--- config.mk ---
export PLATFORM = sky130hd
export DESIGN_NAME = cra_pipe
export DESIGN_NICKNAME = d
export VERILOG_FILES = /design/src/rtl/cra_pkg.sv /design/src/rtl/cra_seg.sv /design/src/rtl/cra_pipe.sv
export SDC_FILE = /design/constraint.sdc
export NUM_CORES = 1
export LEC_CHECK = 0
export ABC_AREA = 1
export CORE_ASPECT_RATIO = 0.8
export CORE_MARGIN = 8
export CORE_UTILIZATION = 32
export CTS_BUF_LIST = sky130_fd_sc_hd__clkbuf_4
export CTS_CLUSTER_DIAMETER = 200
export DETAILED_ROUTE_END_ITERATION = 10
export GPL_ROUTABILITY_DRIVEN = 0
export PLACE_DENSITY = 0.53
export RECOVER_POWER = 50
export SETUP_SLACK_MARGIN = 0.3
export SLEW_MARGIN = 20
export SYNTH_ARGS = -nofsm -noshare
export SYNTH_HDL_FRONTEND = slang
export SYNTH_SLANG_ARGS = --single-unit
export TNS_END_PERCENT = 1
--- constraint.sdc ---
create_clock -name clk -period 4.8 [get_ports clk]
set_input_delay 1.2 -clock clk [delete_from_list [all_inputs] [get_ports clk]]
set_output_delay 1.2 -clock clk [all_outputs]
set_load 0.03 [all_outputs]
--- src/rtl/cra_pkg.sv ---
// rtl/cra_pkg.sv - shared defaults and stage-count helper for the pipelined ripple adder
package cra_pkg;

  localparam int CRA_DEF_N = 16;
  localparam int CRA_DEF_M = 8;

  function automatic int cra_stages(input int n, input int m);
    return n / m;
  endfunction

endpackage

--- src/rtl/cra_seg.sv ---
// rtl/cra_seg.sv - combinational m-bit carry-ripple segment
module cra_seg
  import cra_pkg::*;
#(
  parameter int m = CRA_DEF_M
) (
  input  logic         cin,
  input  logic [m-1:0] a,
  input  logic [m-1:0] b,
  output logic [m-1:0] s,
  output logic         cout
);

  always_comb begin : ripple
    logic c;
    c = cin;
    s = '0;
    for (int i = 0; i < m; i++) begin
      s[i] = a[i] ^ b[i] ^ c;
      c    = (a[i] & b[i]) | (c & (a[i] ^ b[i]));
    end
    cout = c;
  end

endmodule

--- src/rtl/cra_pipe.sv ---
// rtl/cra_pipe.sv - pipelined carry-ripple adder, one register stage per m-bit segment
// Optional signed-overflow output enabled by defining CRA_PIPE_OVF_EN.
module cra_pipe
  import cra_pkg::*;
#(
  parameter int n = CRA_DEF_N,
  parameter int m = CRA_DEF_M
) (
  input  logic         clk,
  input  logic         rst,
  input  logic         in_valid,
  output logic         in_ready,
  input  logic         cin,
  input  logic [n-1:0] a,
  input  logic [n-1:0] b,
  output logic         out_valid,
  input  logic         out_ready,
  output logic [n-1:0] s,
`ifdef CRA_PIPE_OVF_EN
  output logic         ovf,
`endif
  output logic         cout
);

  localparam int S = cra_stages(n, m);

  if (n % m != 0) begin : g_bad_cfg
    $error("cra_pipe: n (%0d) must be a multiple of m (%0d)", n, m);
  end

  // Stall is global: every stage moves together or holds together.
  logic adv;
  assign adv      = out_ready | ~out_valid;
  assign in_ready = adv;

  for (genvar k = 0; k < S; k++) begin : g_stg
    logic [m-1:0]       seg_a;
    logic [m-1:0]       seg_b;
    logic [m-1:0]       seg_s;
    logic               seg_ci;
    logic               seg_co;
    logic               v_in;
    logic               v_d;
    logic               v_q;
    logic               c_d;
    logic               c_q;
    logic [m*(k+1)-1:0] sum_in;
    logic [m*(k+1)-1:0] sum_d;
    logic [m*(k+1)-1:0] sum_q;

    if (k == 0) begin : g_src
      assign seg_a  = a[m-1:0];
      assign seg_b  = b[m-1:0];
      assign seg_ci = cin;
      assign v_in   = in_valid;
      assign sum_in = seg_s;
    end else begin : g_src
      assign seg_a  = g_stg[k-1].g_op.opa_q[m-1:0];
      assign seg_b  = g_stg[k-1].g_op.opb_q[m-1:0];
      assign seg_ci = g_stg[k-1].c_q;
      assign v_in   = g_stg[k-1].v_q;
      assign sum_in = {seg_s, g_stg[k-1].sum_q};
    end

    cra_seg #(.m(m)) u_seg (
      .cin  (seg_ci),
      .a    (seg_a),
      .b    (seg_b),
      .s    (seg_s),
      .cout (seg_co)
    );

    always_comb begin
      v_d   = v_q;
      c_d   = c_q;
      sum_d = sum_q;
      if (adv) begin
        v_d   = v_in;
        c_d   = seg_co;
        sum_d = sum_in;
      end
    end

    always_ff @(posedge clk) begin
      if (rst) begin
        v_q   <= 1'b0;
        c_q   <= 1'b0;
        sum_q <= '0;
      end else begin
        v_q   <= v_d;
        c_q   <= c_d;
        sum_q <= sum_d;
      end
    end

    // Skew registers keep only the operand segments not yet consumed.
    if (k < S - 1) begin : g_op
      localparam int W = n - m * (k + 1);
      logic [W-1:0] opa_in;
      logic [W-1:0] opb_in;
      logic [W-1:0] opa_d;
      logic [W-1:0] opa_q;
      logic [W-1:0] opb_d;
      logic [W-1:0] opb_q;

      if (k == 0) begin : g_osrc
        assign opa_in = a[n-1:m];
        assign opb_in = b[n-1:m];
      end else begin : g_osrc
        assign opa_in = g_stg[k-1].g_op.opa_q[W+m-1:m];
        assign opb_in = g_stg[k-1].g_op.opb_q[W+m-1:m];
      end

      always_comb begin
        opa_d = opa_q;
        opb_d = opb_q;
        if (adv) begin
          opa_d = opa_in;
          opb_d = opb_in;
        end
      end

      always_ff @(posedge clk) begin
        if (rst) begin
          opa_q <= '0;
          opb_q <= '0;
        end else begin
          opa_q <= opa_d;
          opb_q <= opb_d;
        end
      end
    end

`ifdef CRA_PIPE_OVF_EN
    logic sa_in;
    logic sb_in;

    if (k == 0) begin : g_ssrc
      assign sa_in = a[n-1];
      assign sb_in = b[n-1];
    end else begin : g_ssrc
      assign sa_in = g_stg[k-1].g_sgn.sa_q;
      assign sb_in = g_stg[k-1].g_sgn.sb_q;
    end

    if (k < S - 1) begin : g_sgn
      logic sa_d;
      logic sa_q;
      logic sb_d;
      logic sb_q;

      always_comb begin
        sa_d = sa_q;
        sb_d = sb_q;
        if (adv) begin
          sa_d = sa_in;
          sb_d = sb_in;
        end
      end

      always_ff @(posedge clk) begin
        if (rst) begin
          sa_q <= 1'b0;
          sb_q <= 1'b0;
        end else begin
          sa_q <= sa_d;
          sb_q <= sb_d;
        end
      end
    end else begin : g_ovf
      // The top segment's MSB is the result sign, so overflow resolves here.
      logic ovf_d;
      logic ovf_q;

      always_comb begin
        ovf_d = ovf_q;
        if (adv) begin
          ovf_d = (sa_in == sb_in) & (seg_s[m-1] != sa_in);
        end
      end

      always_ff @(posedge clk) begin
        if (rst) begin
          ovf_q <= 1'b0;
        end else begin
          ovf_q <= ovf_d;
        end
      end
    end
`endif
  end

  assign out_valid = g_stg[S-1].v_q;
  assign s         = g_stg[S-1].sum_q;
  assign cout      = g_stg[S-1].c_q;
`ifdef CRA_PIPE_OVF_EN
  assign ovf       = g_stg[S-1].g_ovf.ovf_q;
`endif

endmodule

Word-level counts from Yosys, hierarchy flattened
Index checks and enable logic that the tools add are counted.
Storage, ports and cells
  register bits after elaboration: 44
  bits of input ports: 37
  output and inout port bits: 19
  word-level logic and storage cells: 90
Operators by class
  bitwise gates (word level): 82
Operator list (count)
  bitwise AND 1 bit: 32
  bitwise XOR 1 bit: 32
  OR 1 bit: 17
  inverter 1 bit: 1

Longest topological paths before layout
  word-level depth: 17
  mapped depth: 14
  depth with buffers taken out: 14

Hierarchy
Synthesis repeated with hierarchy kept, for this count alone.
Second synthesis, totals
  cells, all modules: 318
  area, all modules: 2263.4 µm²
By module, submodules not included
  cra_pipe: instances 1, cells an instance 282, area each 1868.0 µm², sequential area each 880.8 µm²
  cra_seg: instances 2, cells an instance 18, area each 197.7 µm², sequential area each 0.0 µm²

Least setup slack after synthesis
OpenSTA, ideal clock, no wires.
  path kind: input port to flip-flop
  start point: input a[0]
  end point: register g_stg[0].sum_q[7]
  library setup time: 0.064 ns
  data arrival time: 4.338 ns
  required time: 4.736 ns
  slack: 0.398 ns
  stages: 14
  buffers on the path: 0
  path through: fa_1 -> inv_1 -> fa_1 -> inv_1 -> fa_1 -> fa_1 -> fa_1 -> fa_1 -> fa_1 -> inv_1 -> fa_1 -> inv_1 -> nor2_1 -> nor2_1
On the way
  cells in the longest elaborated chain, start to end: 16
  elaborated cells between the ends (all ways): 17
  those cells by class: 17 x bitwise
Ends and longest elaborated chain
  from (decl): RTL line cra_pipe.sv:14  | input logic [n-1:0] a,
  bitwise XOR 1 bit: RTL line cra_seg.sv:20  | c = (a[i] & b[i]) | (c & (a[i] ^ b[i]));
  bitwise AND 1 bit: RTL line cra_seg.sv:20
  OR 1 bit (*): RTL line cra_seg.sv:20
  bitwise AND 1 bit (*): RTL line cra_seg.sv:20
  OR 1 bit (*): RTL line cra_seg.sv:20
  bitwise AND 1 bit (*): RTL line cra_seg.sv:20
  OR 1 bit (*): RTL line cra_seg.sv:20
  bitwise AND 1 bit (*): RTL line cra_seg.sv:20
  OR 1 bit (*): RTL line cra_seg.sv:20
  bitwise AND 1 bit (*): RTL line cra_seg.sv:20
  OR 1 bit (*): RTL line cra_seg.sv:20
  bitwise AND 1 bit (*): RTL line cra_seg.sv:20
  OR 1 bit (*): RTL line cra_seg.sv:20
  bitwise AND 1 bit (*): RTL line cra_seg.sv:20
  OR 1 bit (*): RTL line cra_seg.sv:20
  bitwise XOR 1 bit (*): RTL line cra_seg.sv:19  | s[i] = a[i] ^ b[i] ^ c;
  to (signal assigned): RTL line cra_pipe.sv:92  | sum_q <= sum_d;
  to (decl): RTL line cra_pipe.sv:49  | logic [m*(k+1)-1:0] sum_q;
Every way passes the cells marked *; elsewhere a longest branch is shown, timed or not.
A chain may end at the register's enable or synchronous reset.

Final worst setup path
Ends and elaborated chain as after synthesis.

==> summary.md <==
| Metric | Value |
|---|---|
| Outcome | `finished, violations left` |
| Failing checks | `max-capacitance violations, max-slew violations` |
| Worst min path class | `register to register` |
| Num CTS Buffers | `5` |
| Initial Util | `0.328` |
| PortBufs | `55` |
| Residual DRC count | `0` |
| DR iter-0 viols | `between 80 and 90` |
| Placed Cells | `approximately 440` |
| I/O pins | `56` |
| Net Count, Synth | `367` |
| # diodes | `0` |
| Largest family of logic cells by synthesized area | `simple AND/OR/NAND/NOR gates` |
| Pwr/cell area | `between 300 and 400 mW/mm²` |
| Worst Hold Slack | `between 0.4 and 0.5 ns` |
| Yosys top cell area share | `0.392` |
| Vias in the first global route | `around 1.8k` |
| Final Instance Area | `0.00292 mm²` |
| Setup Viol. Count Final | `0` |
| Synth top area cells | `dfxtp_1, nor2_1, fa_1` |
| Most common cell in the synthesized netlist | `nor2_1` |
| Routed wire length | `about 5300 µm` |
| Clk pin slew, worst setup/hold paths | `around 0.14 ns` |
| Die Wd | `around 110 µm` |
| Max-cap violations | `1` |
| Wire length per cell | `between 10 and 15 µm` |
| Via count | `roughly 1.9k` |
| Finished Core Util | `0.426` |
| Post-Synth Adder-Cell Area | `0.142` |
| Worst slew margin | `-0.929` |
| CTS Sinks | `44` |
| Nets | `roughly 420` |
| FF+latch count, synth | `44` |
| Fin. Hold Viols | `0` |
| Async set-or-reset flop fraction in the synthesized netlist | `0` |
| Global-route wire length before repair | `around 8600 µm` |
| Placed instance area | `roughly 0.0028 mm²` |
| Type of the worst setup path | `input port to register` |
| Mapped Avg Cell Area | `7.16 µm²` |
| Std cell rows | `27` |
| Top cells by count, synth | `nor2_1, inv_1, dfxtp_1, nand2_1, nand3_1` |
| Area grow syn2layout | `30.0%` |
| Fin. max-slew vios | `44` |
| F_max | `between 0.2 and 0.25 GHz` |
| Crit Path Max Fanout | `1` |
| Clock Tree Root | `clkbuf_4` |
| Fraction of layout cells with a size suffix above 1 | `0.0468` |
| Post-synthesis mux area share | `0` |
| Mapped Area | `~0.0022 mm²` |
| Yosys cell types | `13` |
| Worst EP required | `just over 5 ns` |
| Crit start category | `input port` |
| RSZ-0062 raised after global routing | `no` |
| GRT Util Overall | `0.108` |
| Pre-Repair DR Iteration Count | `4` |
| # fillers | `about 740` |
| Fraction of the mapped netlist area in simple logic gates | `0.318` |
| TritonCTS clock tree | `yes` |
| Vias/cell | `~4.2` |
| Synth Flop Type | `dfxtp_1` |
| Cells after Synth | `approximately 310` |
| Worst Skew | `approximately 0.021 ns` |
| Die area | `approximately 0.01 mm²` |
| Synth area leader | `dfxtp_1` |
| Min Tclk post-route | `about 4.3 ns` |
| Worst Max-Slew Pin Slew | `2.88 ns` |
| Largest net degree at the start of global routing | `46` |
| Register area share after synthesis | `0.392` |
| Core Area | `0.00686 mm²` |
| Pleak | `0.00132 µW` |
| Die H | `a little over 90 µm` |
| Hold-fix buffers at CTS | `0` |
| CP endpoint kind | `register` |
| Post-synthesis compound-gate area fraction | `0.00223` |
| Syn. warnings | `0` |
| XOR/XNOR share of the synthesized area | `0` |
| Initial antenna violation count | `1` |
| Final Cycle Share | `0.899` |
| Longest Clk Path Bufs | `2` |
| GR Overflow Total | `0` |
| Arrival time worst endpoint | `about 4.6 ns` |
| Routed Antenna Nets | `0` |
| Post-DP HPWL | `around 3500 µm` |
| EDFF count, synth | `0` |
| Non-filler instance count after layout | `450` |
| Clk Latency, worst-skew pair | `0.37 ns` |
| Total Power | `891 µW` |
| H-tree Lvls | `2` |
| Worst-case vdd ir drop | `between 0.1 and 0.15 mV` |
==> layout by cell type (no fill, tap or decap) <==
cell type and n:
clkdlybuf4s50_1 51, nand2_1 44, a21oi_1 1, clkinv_1 2, dlygate4sd3_1 1, dfxtp_1 44, inv_2 2, bufinv_16 1
buf_4 3, inv_1 59, nor2_1 87, dlygate4sd2_1 1, dlymetal6s2s_1 2, fa_2 5, clkinv_4 1, fa_1 11
clkbuf_4 5, nand3_1 43
==> power breakdown <==
part | leakage [µW] | total, µW | internal, µW | switching (µW)
clock | 0.0000428 | 237 | 109 | 128
combinational | 0.000914 | 231 | 105 | 126
sequential | 0.000366 | 422 | 402 | 20.3
total | 0.00132 | 891 | 616 | 274
==> path summary, 6_finish.rpt <==
kind | from | end | slack [ns] | cells after the start
max | a[0] | g_stg[0].sum_q[7]$_SDFFE_PP0P_ | 0.48 | 15
min reg2reg | g_stg[0].v_q$_SDFFE_PP0P_ | out_valid$_SDFFE_PP0P_ | 0.46 | 2
max reg2reg | g_stg[0].c_q$_SDFFE_PP0P_ | s[15]$_SDFFE_PP0P_ | 0.92 | 14
min | g_stg[0].v_q$_SDFFE_PP0P_ | out_valid$_SDFFE_PP0P_ | 0.46 | 2
==> per-layer routing <==
| layer | part of all wire | track usage | vias up |
|---|---|---|---|
| li1 | - | - | 1005 |
| met1 | 0.50 | 0.147 | 833 |
| met2 | 0.44 | 0.156 | 36 |
| met3 | 0.045 | 0.0290 | 7 |
| met4 | 0.013 | 0.0438 | 2 |
| met5 | 0.0025 | 0 | - |
==> worst max-delay path: stages <==
cell and delay [ns]:
dlygate4sd2_1 0.25, fa_2 0.37, inv_1 0.07, fa_1 0.15, inv_1 0.05, fa_2 0.36
fa_2 0.35, fa_2 0.37, fa_2 0.35, fa_1 0.36, inv_1 0.07, fa_1 0.40
inv_1 0.06, nor2_1 0.04, nor2_1 0.17
==> stage by stage <==
stage	TNS [ns]	setup WS (ns)
3_3_place_gp	-0.218	-0.218
4_1_cts	0	0.322
3_5_place_dp	-0.318	-0.276
2_1_floorplan	0	0.398
5_1_grt	0	0.355
6_report	0	0.484
==> cells by family (layout without fill, tap and decap cells) <==
group | after synthesis | count (layout)
buffers and inverters | 79 | 128
AND/OR/NAND/NOR | 174 | 174
adder cells (fa/ha/maj) | 16 | 16
AO/OA/AOI/OAI | 1 | 1
flip-flops | 44 | 44
==> state kept, by name (all words and copies together) (netlist names) <==
name	flops
s	16
g_stg.sum_q	8
g_stg.g_op.opa_q	8
g_stg.v_q	1
g_stg.c_q	1
g_stg.g_op.opb_q	8
out_valid	1
cout	1
==> cell type report <==
cell class | count | area, µm² | area share
clock buffers | 5 | 37.5 | 0.0128
clock inverters | 3 | 42.5 | 0.0145
multi-input cells | 191 | 1040 | 0.357
flip-flops and latches | 44 | 881 | 0.301
inverters | 62 | 233 | 0.0796
well taps | 87 | 109 | 0.0372
repair buffers | 58 | 577 | 0.197
==> repair_timing <==
action                                 4_1_cts  5_1_grt
setup endpoints to repair                    1        1
resized for setup                            6        2
endpoints found under the hold margin        0        0
setup buffers                                0        0
pin swaps                                    4        5
Power figures use the tool's default switching activity.
